### config.mk
export PLATFORM = sky130hd
export DESIGN_NAME = rx_packet_assembler_flat
export DESIGN_NICKNAME = d
export VERILOG_FILES = /design/src/rtl/rx_packet_assembler_if.sv /design/src/rtl/rx_packet_assembler.sv /design/src/flat_wrapper.sv
export SDC_FILE = /design/constraint.sdc
export NUM_CORES = 1
export LEC_CHECK = 0
export ABC_AREA = 0
export ABC_CLOCK_PERIOD_IN_PS = 9050
export BUFFER_PORTS_ARGS = -buffer_cell sky130_fd_sc_hd__buf_2
export CORE_MARGIN = 5
export CORE_UTILIZATION = 60
export DETAILED_ROUTE_END_ITERATION = 16
export PLACE_DENSITY_LB_ADDON = 0.3
export SLEW_MARGIN = 5
export SYNTH_ARGS = -nofsm -noshare
export SYNTH_HDL_FRONTEND = slang
export SYNTH_SLANG_ARGS = --single-unit
export TNS_END_PERCENT = 100
### constraint.sdc
create_clock -name clk -period 9.05 [get_ports clk]
set_input_delay 2.2625 -clock clk [delete_from_list [all_inputs] [get_ports clk]]
set_output_delay 2.2625 -clock clk [all_outputs]
set_load 0.05 [all_outputs]
### src/rtl/rx_packet_assembler_if.sv
// Byte-stream bus around the receive packet assembler: classifier-side input,
// consumer-side valid/ready output, and the discard report.
interface rx_packet_assembler_if;
    logic       in_valid;
    logic [7:0] in_data;
    logic [5:0] in_type;
    logic       out_valid;
    logic       out_ready;
    logic [7:0] out_data;
    logic       out_sop;
    logic       out_eop;
    logic       out_dllp;
    logic       drop_pulse;
    logic [1:0] drop_cause;

    // Environment side: drives classifier bytes and consumer ready.
    modport master (
        output in_valid, in_data, in_type, out_ready,
        input  out_valid, out_data, out_sop, out_eop, out_dllp, drop_pulse, drop_cause
    );

    // Assembler side.
    modport slave (
        input  in_valid, in_data, in_type, out_ready,
        output out_valid, out_data, out_sop, out_eop, out_dllp, drop_pulse, drop_cause
    );
endinterface

### src/rtl/rx_packet_assembler.sv
// Store-and-forward receive packet buffer. Strips framing tokens, holds payload
// bytes until a clean end token commits the packet, and rewinds the write
// pointer to discard nullified, malformed or overflowing packets.
module rx_packet_assembler #(
    parameter int DEPTH    = 64,
    parameter int DLLP_LEN = 6
) (
    input  logic                 clk,
    input  logic                 rst_n,
    rx_packet_assembler_if.slave bus
);
    localparam int AW = $clog2(DEPTH);
    localparam int PW = AW + 1;
    localparam int LW = 16;

    localparam logic [5:0] T_DATA  = 6'b100000;
    localparam logic [5:0] T_TLPS  = 6'b010000;
    localparam logic [5:0] T_TLPE  = 6'b001000;
    localparam logic [5:0] T_DLLPE = 6'b000100;
    localparam logic [5:0] T_DLLPS = 6'b000010;
    localparam logic [5:0] T_EDB   = 6'b000001;

    typedef enum logic [1:0] {ST_IDLE, ST_TLP, ST_DLLP} state_t;
    typedef enum logic [1:0] {
        CAUSE_EDB = 2'd0, CAUSE_OVF = 2'd1, CAUSE_LEN = 2'd2, CAUSE_RESTART = 2'd3
    } cause_t;

    state_t        state, state_nxt;
    logic [PW-1:0] wr_ptr, wr_ptr_nxt;
    logic [PW-1:0] commit_ptr, commit_ptr_nxt;
    logic [PW-1:0] pkt_start, pkt_start_nxt;
    logic [PW-1:0] rd_ptr;
    logic [LW-1:0] len, len_nxt;
    logic          hold_valid, hold_valid_nxt;
    logic [7:0]    hold_data, hold_data_nxt;
    logic          ovf, ovf_nxt;
    logic          drop_pulse, drop_pulse_nxt;
    cause_t        drop_cause, drop_cause_nxt;
    logic          first_flag;

    // Entry layout: {kind, last, data}.
    logic [9:0]    mem [DEPTH];
    logic          mem_we;
    logic [AW-1:0] mem_waddr;
    logic [9:0]    mem_wdata;
    logic [9:0]    rd_data;

    logic          tok_data, tok_tlps, tok_tlpe, tok_dllpe, tok_dllps, tok_edb;
    logic          tok_start, tok_end;
    logic [PW-1:0] used;
    logic          room, end_ok, len_ok, commit_ok, pop;

    // Token decode and space/commit qualification.
    always_comb begin
        tok_data  = bus.in_valid && (bus.in_type == T_DATA);
        tok_tlps  = bus.in_valid && (bus.in_type == T_TLPS);
        tok_tlpe  = bus.in_valid && (bus.in_type == T_TLPE);
        tok_dllpe = bus.in_valid && (bus.in_type == T_DLLPE);
        tok_dllps = bus.in_valid && (bus.in_type == T_DLLPS);
        tok_edb   = bus.in_valid && (bus.in_type == T_EDB);
        tok_start = tok_tlps || tok_dllps;
        tok_end   = tok_tlpe || tok_dllpe;
        // Free-space check uses the pre-pop read pointer.
        used      = wr_ptr - rd_ptr;
        room      = (used != PW'(DEPTH));
        end_ok    = ((state == ST_TLP) && tok_tlpe) || ((state == ST_DLLP) && tok_dllpe);
        len_ok    = (len != '0) && ((state != ST_DLLP) || (len == LW'(DLLP_LEN)));
        commit_ok = end_ok && len_ok && !ovf && room;
    end

    // Write FSM state register.
    // NOTE: sequential state uses non-blocking assignments so every flop samples pre-edge values.
    always_ff @(posedge clk) begin
        if (!rst_n) state <= ST_IDLE;
        else        state <= state_nxt;
    end

    // Write FSM next-state: a start token always opens a packet; end/edb close it.
    always_comb begin
        state_nxt = state;
        if (tok_tlps)
            state_nxt = ST_TLP;
        else if (tok_dllps)
            state_nxt = ST_DLLP;
        else if ((state != ST_IDLE) && (tok_end || tok_edb))
            state_nxt = ST_IDLE;
    end

    // Write FSM outputs: hold-register staging, buffer writes, commit and discard.
    always_comb begin
        // NOTE: every signal gets a default first so no path leaves it unassigned (no latches).
        wr_ptr_nxt     = wr_ptr;
        commit_ptr_nxt = commit_ptr;
        pkt_start_nxt  = pkt_start;
        len_nxt        = len;
        hold_valid_nxt = hold_valid;
        hold_data_nxt  = hold_data;
        ovf_nxt        = ovf;
        drop_pulse_nxt = 1'b0;
        drop_cause_nxt = CAUSE_EDB;
        mem_we         = 1'b0;
        mem_waddr      = wr_ptr[AW-1:0];
        mem_wdata      = {state == ST_DLLP, 1'b0, hold_data};

        if (tok_start) begin
            if (state != ST_IDLE) begin
                drop_pulse_nxt = 1'b1;
                drop_cause_nxt = CAUSE_RESTART;
                wr_ptr_nxt     = pkt_start;
            end else begin
                pkt_start_nxt  = wr_ptr;
            end
            len_nxt        = '0;
            ovf_nxt        = 1'b0;
            hold_valid_nxt = 1'b0;
        end else if (state != ST_IDLE) begin
            if (tok_data) begin
                len_nxt = (len == '1) ? len : len + 1'b1;
                if (!hold_valid) begin
                    hold_valid_nxt = 1'b1;
                    hold_data_nxt  = bus.in_data;
                end else if (room && !ovf) begin
                    mem_we        = 1'b1;
                    wr_ptr_nxt    = wr_ptr + 1'b1;
                    hold_data_nxt = bus.in_data;
                end else begin
                    ovf_nxt = 1'b1;
                end
            end else if (tok_end || tok_edb) begin
                hold_valid_nxt = 1'b0;
                len_nxt        = '0;
                ovf_nxt        = 1'b0;
                if (tok_end && commit_ok) begin
                    mem_we         = 1'b1;
                    mem_wdata[8]   = 1'b1;
                    wr_ptr_nxt     = wr_ptr + 1'b1;
                    commit_ptr_nxt = wr_ptr + 1'b1;
                end else begin
                    wr_ptr_nxt     = pkt_start;
                    drop_pulse_nxt = 1'b1;
                    if (tok_edb)
                        drop_cause_nxt = CAUSE_EDB;
                    else if (ovf || (end_ok && len_ok))
                        drop_cause_nxt = CAUSE_OVF;
                    else
                        drop_cause_nxt = CAUSE_LEN;
                end
            end
        end
    end

    // Write-side datapath registers.
    always_ff @(posedge clk) begin
        if (!rst_n) begin
            wr_ptr     <= '0;
            commit_ptr <= '0;
            pkt_start  <= '0;
            len        <= '0;
            hold_valid <= 1'b0;
            hold_data  <= '0;
            ovf        <= 1'b0;
            drop_pulse <= 1'b0;
            drop_cause <= CAUSE_EDB;
        end else begin
            wr_ptr     <= wr_ptr_nxt;
            commit_ptr <= commit_ptr_nxt;
            pkt_start  <= pkt_start_nxt;
            len        <= len_nxt;
            hold_valid <= hold_valid_nxt;
            hold_data  <= hold_data_nxt;
            ovf        <= ovf_nxt;
            drop_pulse <= drop_pulse_nxt;
            drop_cause <= drop_cause_nxt;
        end
    end

    // Packet buffer storage.
    // NOTE: the array is not reset; pointers alone decide which entries are meaningful.
    always_ff @(posedge clk) begin
        if (mem_we) mem[mem_waddr] <= mem_wdata;
    end

    // Read side: pop pointer and start-of-packet tracking.
    always_ff @(posedge clk) begin
        if (!rst_n) begin
            rd_ptr     <= '0;
            first_flag <= 1'b1;
        end else if (pop) begin
            rd_ptr     <= rd_ptr + 1'b1;
            first_flag <= rd_data[8];
        end
    end

    // First-word fall-through output; fields forced low when nothing is committed.
    always_comb begin
        rd_data        = mem[rd_ptr[AW-1:0]];
        bus.out_valid  = (rd_ptr != commit_ptr);
        pop            = bus.out_valid && bus.out_ready;
        bus.out_data   = bus.out_valid ? rd_data[7:0] : 8'h00;
        bus.out_eop    = bus.out_valid && rd_data[8];
        bus.out_dllp   = bus.out_valid && rd_data[9];
        bus.out_sop    = bus.out_valid && first_flag;
        bus.drop_pulse = drop_pulse;
        bus.drop_cause = drop_cause;
    end
endmodule
### src/flat_wrapper.sv
// flat-port wrapper written by rule: the top's interface ports become plain ports
module rx_packet_assembler_flat 
#(
    parameter int DEPTH    = 64,
    parameter int DLLP_LEN = 6
)
  (clk, rst_n, bus_in_valid, bus_in_data, bus_in_type, bus_out_ready, bus_out_valid, bus_out_data, bus_out_sop, bus_out_eop, bus_out_dllp, bus_drop_pulse, bus_drop_cause);
  rx_packet_assembler_if bus_i ();
  input  logic clk;
  input  logic rst_n;
  input wire logic [$bits(bus_i.in_valid)-1:0] bus_in_valid;
  input wire logic [$bits(bus_i.in_data)-1:0] bus_in_data;
  input wire logic [$bits(bus_i.in_type)-1:0] bus_in_type;
  input wire logic [$bits(bus_i.out_ready)-1:0] bus_out_ready;
  output wire logic [$bits(bus_i.out_valid)-1:0] bus_out_valid;
  output wire logic [$bits(bus_i.out_data)-1:0] bus_out_data;
  output wire logic [$bits(bus_i.out_sop)-1:0] bus_out_sop;
  output wire logic [$bits(bus_i.out_eop)-1:0] bus_out_eop;
  output wire logic [$bits(bus_i.out_dllp)-1:0] bus_out_dllp;
  output wire logic [$bits(bus_i.drop_pulse)-1:0] bus_drop_pulse;
  output wire logic [$bits(bus_i.drop_cause)-1:0] bus_drop_cause;
  assign bus_i.in_valid = bus_in_valid;
  assign bus_i.in_data = bus_in_data;
  assign bus_i.in_type = bus_in_type;
  assign bus_i.out_ready = bus_out_ready;
  assign bus_out_valid = bus_i.out_valid;
  assign bus_out_data = bus_i.out_data;
  assign bus_out_sop = bus_i.out_sop;
  assign bus_out_eop = bus_i.out_eop;
  assign bus_out_dllp = bus_i.out_dllp;
  assign bus_drop_pulse = bus_i.drop_pulse;
  assign bus_drop_cause = bus_i.drop_cause;
  rx_packet_assembler #(.DEPTH(DEPTH), .DLLP_LEN(DLLP_LEN)) u_core (.clk(clk), .rst_n(rst_n), .bus(bus_i));
endmodule
* Yosys cells after proc, flatten, opt, wreduce, memory -nomap -nowiden
Memory sizes are Yosys's and may differ from the RTL's. A register that Yosys moved wholly into a read port is not among the register bits.
Index checks and enable logic that the tools add are counted.
** Word-level totals
- Flip-flop bits (word level) :: 60
- Word-level logic and storage cells :: 131
- Bits in latches :: 0
- Memory bits (writable) :: 640
- Output and inout port bits :: 15
- Memories :: 1
- Bits in read-only memories :: 0
** Cells by class
- Multipliers :: 0
- Muxes and demuxes :: 50
- Bitwise logic cells :: 3
- Shift-type cells :: 0
- Magnitude comparators :: 0
- Equal/unequal tests :: 19
- Div/mod/pow operators :: 0
- Add/sub/neg operators :: 4
- Reductions and logical operators :: 41
** Memory list
- u_core.mem :: words 64, bits a word 10, read ports 1, clocked after memory_dff 1, write ports 1, line rx_packet_assembler.sv:42 : logic [9:0] mem [DEPTH];
** Operators with widths (number)
- 2-to-1 mux 7 bit :: 8
- 2-to-1 mux 16 bit :: 3
- 2-to-1 mux 1 bit :: 24
- 2-to-1 mux 8 bit :: 3
- 2-to-1 mux 2 bit :: 10
- logical AND 1 bit :: 19
- adder 16 x 1 -> 16 bit (second input constant) :: 1
- == test 16 bit (second input constant) :: 1
- == test 16 x 3 -> 1 bit (second input constant) :: 1
- nonzero test 16 bit :: 1
- adder 7 x 1 -> 7 bit (second input constant) :: 2
- 2-to-1 mux 6 bit :: 2
- AND reduction 4 bit :: 3
- inequality test 2 bit (second input constant) :: 4
- nonzero test 2 bit :: 4
- inequality test 7 bit :: 1
- inequality test 7 bit (second input constant) :: 1
- subtractor 7 bit :: 1
- == test 6 x 1 -> 1 bit (second input constant) :: 1
- == test 6 x 2 -> 1 bit (second input constant) :: 1
- == test 6 x 3 -> 1 bit (second input constant) :: 1
- == test 6 x 4 -> 1 bit (second input constant) :: 1
- == test 6 x 5 -> 1 bit (second input constant) :: 1
- == test 6 bit (second input constant) :: 1
- 13 further kinds :: 22

* Depth between registers and ports, before layout
- Word-level depth :: 15
- Mapped depth :: 14
- Gate-level depth less buffers :: 10

* Worst setup path before layout
No wires, ideal clock.
- Kind :: input-to-reg
- Start :: in bus_in_type[4]
- End :: mem u_core.mem[31][0] (enable)
- Arrival :: 4762 ps
- Cell stages on the path :: 7
- Setup slack :: 3885 ps
- Library setup time :: 404 ps
- Data required time :: 8646 ps
- Buffers on the path :: 1
- Cells stage by stage :: or3b_1 -> nor3_1 -> o21ai_0 -> nor3b_4 -> a21oi_2 -> buf_4 -> nor4_1
** Between the ends
- Longest elaborated chain between the ends :: 15
** RTL lines
- start, declared :: line flat_wrapper.sv:13 : input wire logic [$bits(bus_i.in_type)-1:0] bus_in_type;
- == test 6 x 4 -> 1 bit / == test 6 x 3 -> 1 bit (equally long branches) :: line rx_packet_assembler.sv:57, rx_packet_assembler.sv:58
- logical AND 1 bit (on tied branches) :: line rx_packet_assembler.sv:57, rx_packet_assembler.sv:58
- logical AND 1 bit :: line rx_packet_assembler.sv:66 : end_ok = ((state == ST_TLP) && tok_tlpe) || ((state == ST_DLLP) && tok_dllpe);
- logical OR 1 bit :: line rx_packet_assembler.sv:66
- logical AND 1 bit (3 in series) :: line rx_packet_assembler.sv:68 : commit_ok = end_ok && len_ok && !ovf && room;
- logical AND 1 bit :: line rx_packet_assembler.sv:133 : if (tok_end && commit_ok) begin
- 2-to-1 mux 1 bit :: line rx_packet_assembler.sv:133
- 2-to-1 mux 1 bit :: line rx_packet_assembler.sv:129 : end else if (tok_end || tok_edb) begin
- 2-to-1 mux 1 bit :: line rx_packet_assembler.sv:117 : if (tok_data) begin
- 2-to-1 mux 1 bit :: line rx_packet_assembler.sv:116 : end else if (state != ST_IDLE) begin
- 2-to-1 mux 1 bit (*) :: line rx_packet_assembler.sv:105 : if (tok_start) begin
- 2-to-1 mux 1 bit (*) :: line rx_packet_assembler.sv:180 : if (mem_we) mem[mem_waddr] <= mem_wdata;
- 2-to-1 mux 1 bit (implied by the code) (*) :: line rx_packet_assembler.sv:180
- end, declared :: line rx_packet_assembler.sv:42
Every way passes the cells marked *; elsewhere a longest branch is shown, timed or not.

==> impl_metrics.csv <==
group,metric,value,unit
status,status,"complete, no violations",
global_routing,grt_start_max_net_pins,98,
clocking,clkTransAtPathRegs,0.06,ns
clocking,hold_buffers,0,
clocking,clk_latency,0.60,ns
pwr,p_leak,11.3,nW
global_routing,grt_pass1_vias,14000,
logic_synthesis,synth_edf_count,640,
routing,avgRoutedWirePerCell,28.9,um
worst_setup_path,worst-r2r-cell-count,9,
global_routing,grt_pass1_wl,90800,um
worst_setup_path,cp.required,6.79,ns
pwr,p_int,0.00514,W
clocking,cts_sinks,706,
logic_synthesis,ys_seq_elements,706,
worst_setup_path,startpoint_type,"flop",
logic_synthesis,yosys_warnings,0,
run,maxCapViolations,0,
sta,post-route-period-util,72.7,%
die,io_pins,33,
sta,setup-violations-final,0,
routing,antenna_left,0,
worst_setup_path,crit_path_end_kind,"output pin",
logic_synthesis,ys_seq_area_share,73.1,%
worst_setup_path,crit_type,"flop to output pin",
place,hpwl,35600,um
pwr,p_sw_share,18.9,%
sta,tns,0,ns
logic_synthesis,netlist_area,28100,um^2
sta,fin_skew,0.0246,ns
place,io_buffers,32,
pwr,p_per_area,203,nW/um^2
clocking,cts_resized,0,
pwr,clockPowerShare,44.4,%
logic_synthesis,synth_area_per_cell,20.2,um^2
pwr,combPwrFrac,0.3,%
worst_setup_path,critPathCapture,"bus_out_eop",
routing,drtIter0Drc,1580,
logic_synthesis,yosysUniqueCellTypes,70,
logic_synthesis,synth-async-reset-ratio,0,%
place,place.gp.congestion,0.798,
clocking,cts_tree,"done",
routing,vias_per_cell,6.54,
clocking,numCtsBuffers,70,
clocking,clock_tree.root_cell,"clkbuf_16",
logic_synthesis,synth_fp_nets,1417,
routing,drc,0,
logic_synthesis,syn_inst,1388,
sta,rsz0062_at_grt,"no",
die,start_util,60.5,%
pwr,sequentialPowerShare,55.3,%
min_path,hold_class,"flop to flop",
global_routing,antenna_found_initial,6,
sta,relSlewSlack,9.99,%
sta,drv_slew,0,
routing,first_pass_iters,6,
clocking,post_cts.repair.setup_buffers,0,
die,row_count,79,
worst_setup_path,worstPathMaxFanout,41,
pwr,p_switching,0.00120,W
routing,drt-total-wl,60700,um
worst_setup_path,reg2reg_to,"u_core.mem[11][9]",
worst_setup_path,r2r-start,"u_core.wr_ptr[3]",
sta,tightest_slew,1.35,ns
sta,layout_setup_ws,2.47,ns
finish,drive_gt1_share,27.1,%
worst_setup_path,r2r_slack,4.13,ns
die,die_x,226,um
finish,area_delta_synth_final,10.7,%
global_routing,grt_usage,24.4,%
global_routing,globalRouteOverflowTotal,0,
finish,nets,1470,
die,die_h,226,um
worst_setup_path,cp_data_arrival_time,4.32,ns
die,coreArea,46500,um^2
sta,min_period,6.58,ns
routing,vias,13700,
sta,finalHoldViolCount,0,
clocking,clk_path_buf_depth,3,
pwr,ir_drop,0.132,mV
die,dieArea,51300,um^2
place,pre_cts_ws,2.87,ns
sta,fmax,152,MHz
clocking,h-tree-depth,3,
logic_synthesis,synth_flop_cell,"edfxtp_1",
## synth_stat cells, drive strengths merged (5+ instances only)
cell	instances	area, um^2
nor3	13	70.1
mux4	210	4730
dfxtp	66	1320
inv	16	60.1
nand4	8	65.1
ha	11	138
clkbuf	37	139
buf	35	189
mux2i	22	220
and3	5	31.3
xnor2	21	184
nand3	20	105
a21oi	19	103
edfxtp	640	19200
nand2	25	93.8
nor2	127	507
xor2	14	123
or3	5	31.3
nor2b	17	106
o21ai	15	75.1
## per-layer routing
layer  routed length [um]  global-route usage [%]  share of wire, %  vias up
li1                     -                       -                 -     5784
met1                23600                    34.6                39     7112
met2                29100                    37.5                48      722
met3                 6230                    7.31                10      115
met4                 1760                    7.88               2.9        6
met5                   42                       0             0.069        -
## power groups by stage
stage	clock, W	combinational, W	sequential (W)
detailed placement	0	0.0000186	0.00357
global placement	0	0.0000180	0.00357
floorplan	0	0.0000110	0.00357
CTS	0.00285	0.0000187	0.00350
finish	0.00281	0.0000189	0.00350
global route	0.00300	0.0000205	0.00350
## state kept, by name, indices dropped and copies added (netlist names), 2 cells and up, named ones only
signal	count
u_core.mem	640
u_core.bus.drop_cause	2
u_core.wr_ptr	7
u_core.state	2
u_core.pkt_start	7
u_core.hold_data	8
u_core.commit_ptr	7
u_core.rd_ptr	7
u_core.len	16
## worst min-delay path by stage
stage                   startpoint           endpoint  slack [ns]  cells after the start
2_1_floorplan    u_core.first_flag  u_core.first_flag        0.43                      2
3_3_place_gp   u_core.pkt_start[1]   u_core.wr_ptr[1]        0.45                      2
3_5_place_dp     u_core.first_flag  u_core.first_flag        0.47                      2
4_1_cts        u_core.pkt_start[6]   u_core.wr_ptr[6]        0.48                      2
5_1_grt        u_core.pkt_start[1]   u_core.wr_ptr[1]        0.50                      2
6_report       u_core.pkt_start[6]   u_core.wr_ptr[6]        0.48                      2
## worst max-delay path, stage by stage, from the launching register on
cell     delay, ns
dfxtp_4       0.81
buf_4         0.76
mux4_2        0.63
mux4_2        0.53
mux4_2        0.56
nor2b_1       0.16
buf_2         0.21
## cell type report
class	instances	area (um^2)
fillers	2898	15300
inverters	16	60.1
clock inverters	36	347
well taps	607	759
flip-flops and latches	706	20600
clock buffers	85	1850
repair buffers	53	343
diodes	3	7.51
multi-input cells	594	7190
## stage by stage
step                power [W]  hold slack, ns  area (um^2)  utilization, %  std cells
finish                0.00633           0.476        31100            67.0       2100
global route          0.00652           0.497        31100            67.0       2100
CTS                   0.00637           0.479        31100            67.0       2097
detailed placement    0.00359           0.470        28900            62.2       1976
global placement      0.00359           0.453        28900            62.2       1976
floorplan             0.00358           0.433        28100               -       1388
## cell usage in the layout (no fill, tap or decap), types with 15 or more instances in the layout
cell	instances
clkbuf_16	72
a21oi_1	17
mux4_2	210
edfxtp_1	640
inv_1	15
nor2_1	117
nor2b_1	17
nand3_1	19
buf_2	32
dfxtp_1	54
nand2_1	25
xnor2_1	21
buf_4	19
mux2i_1	22
## kinds of logic after synthesis
kind of cell | after synthesis | share of synthesized area [%]
XOR/XNOR | 35 | 1.09
buffers and inverters | 88 | 1.38
AND/OR/NAND/NOR | 256 | 4.89
adder cells (fa/ha/maj) | 11 | 0.490
multiplexers | 233 | 17.7
flip-flops | 706 | 73.1
AO/OA/AOI/OAI | 59 | 1.41
Note: power is estimated with default switching activity, not from simulation.
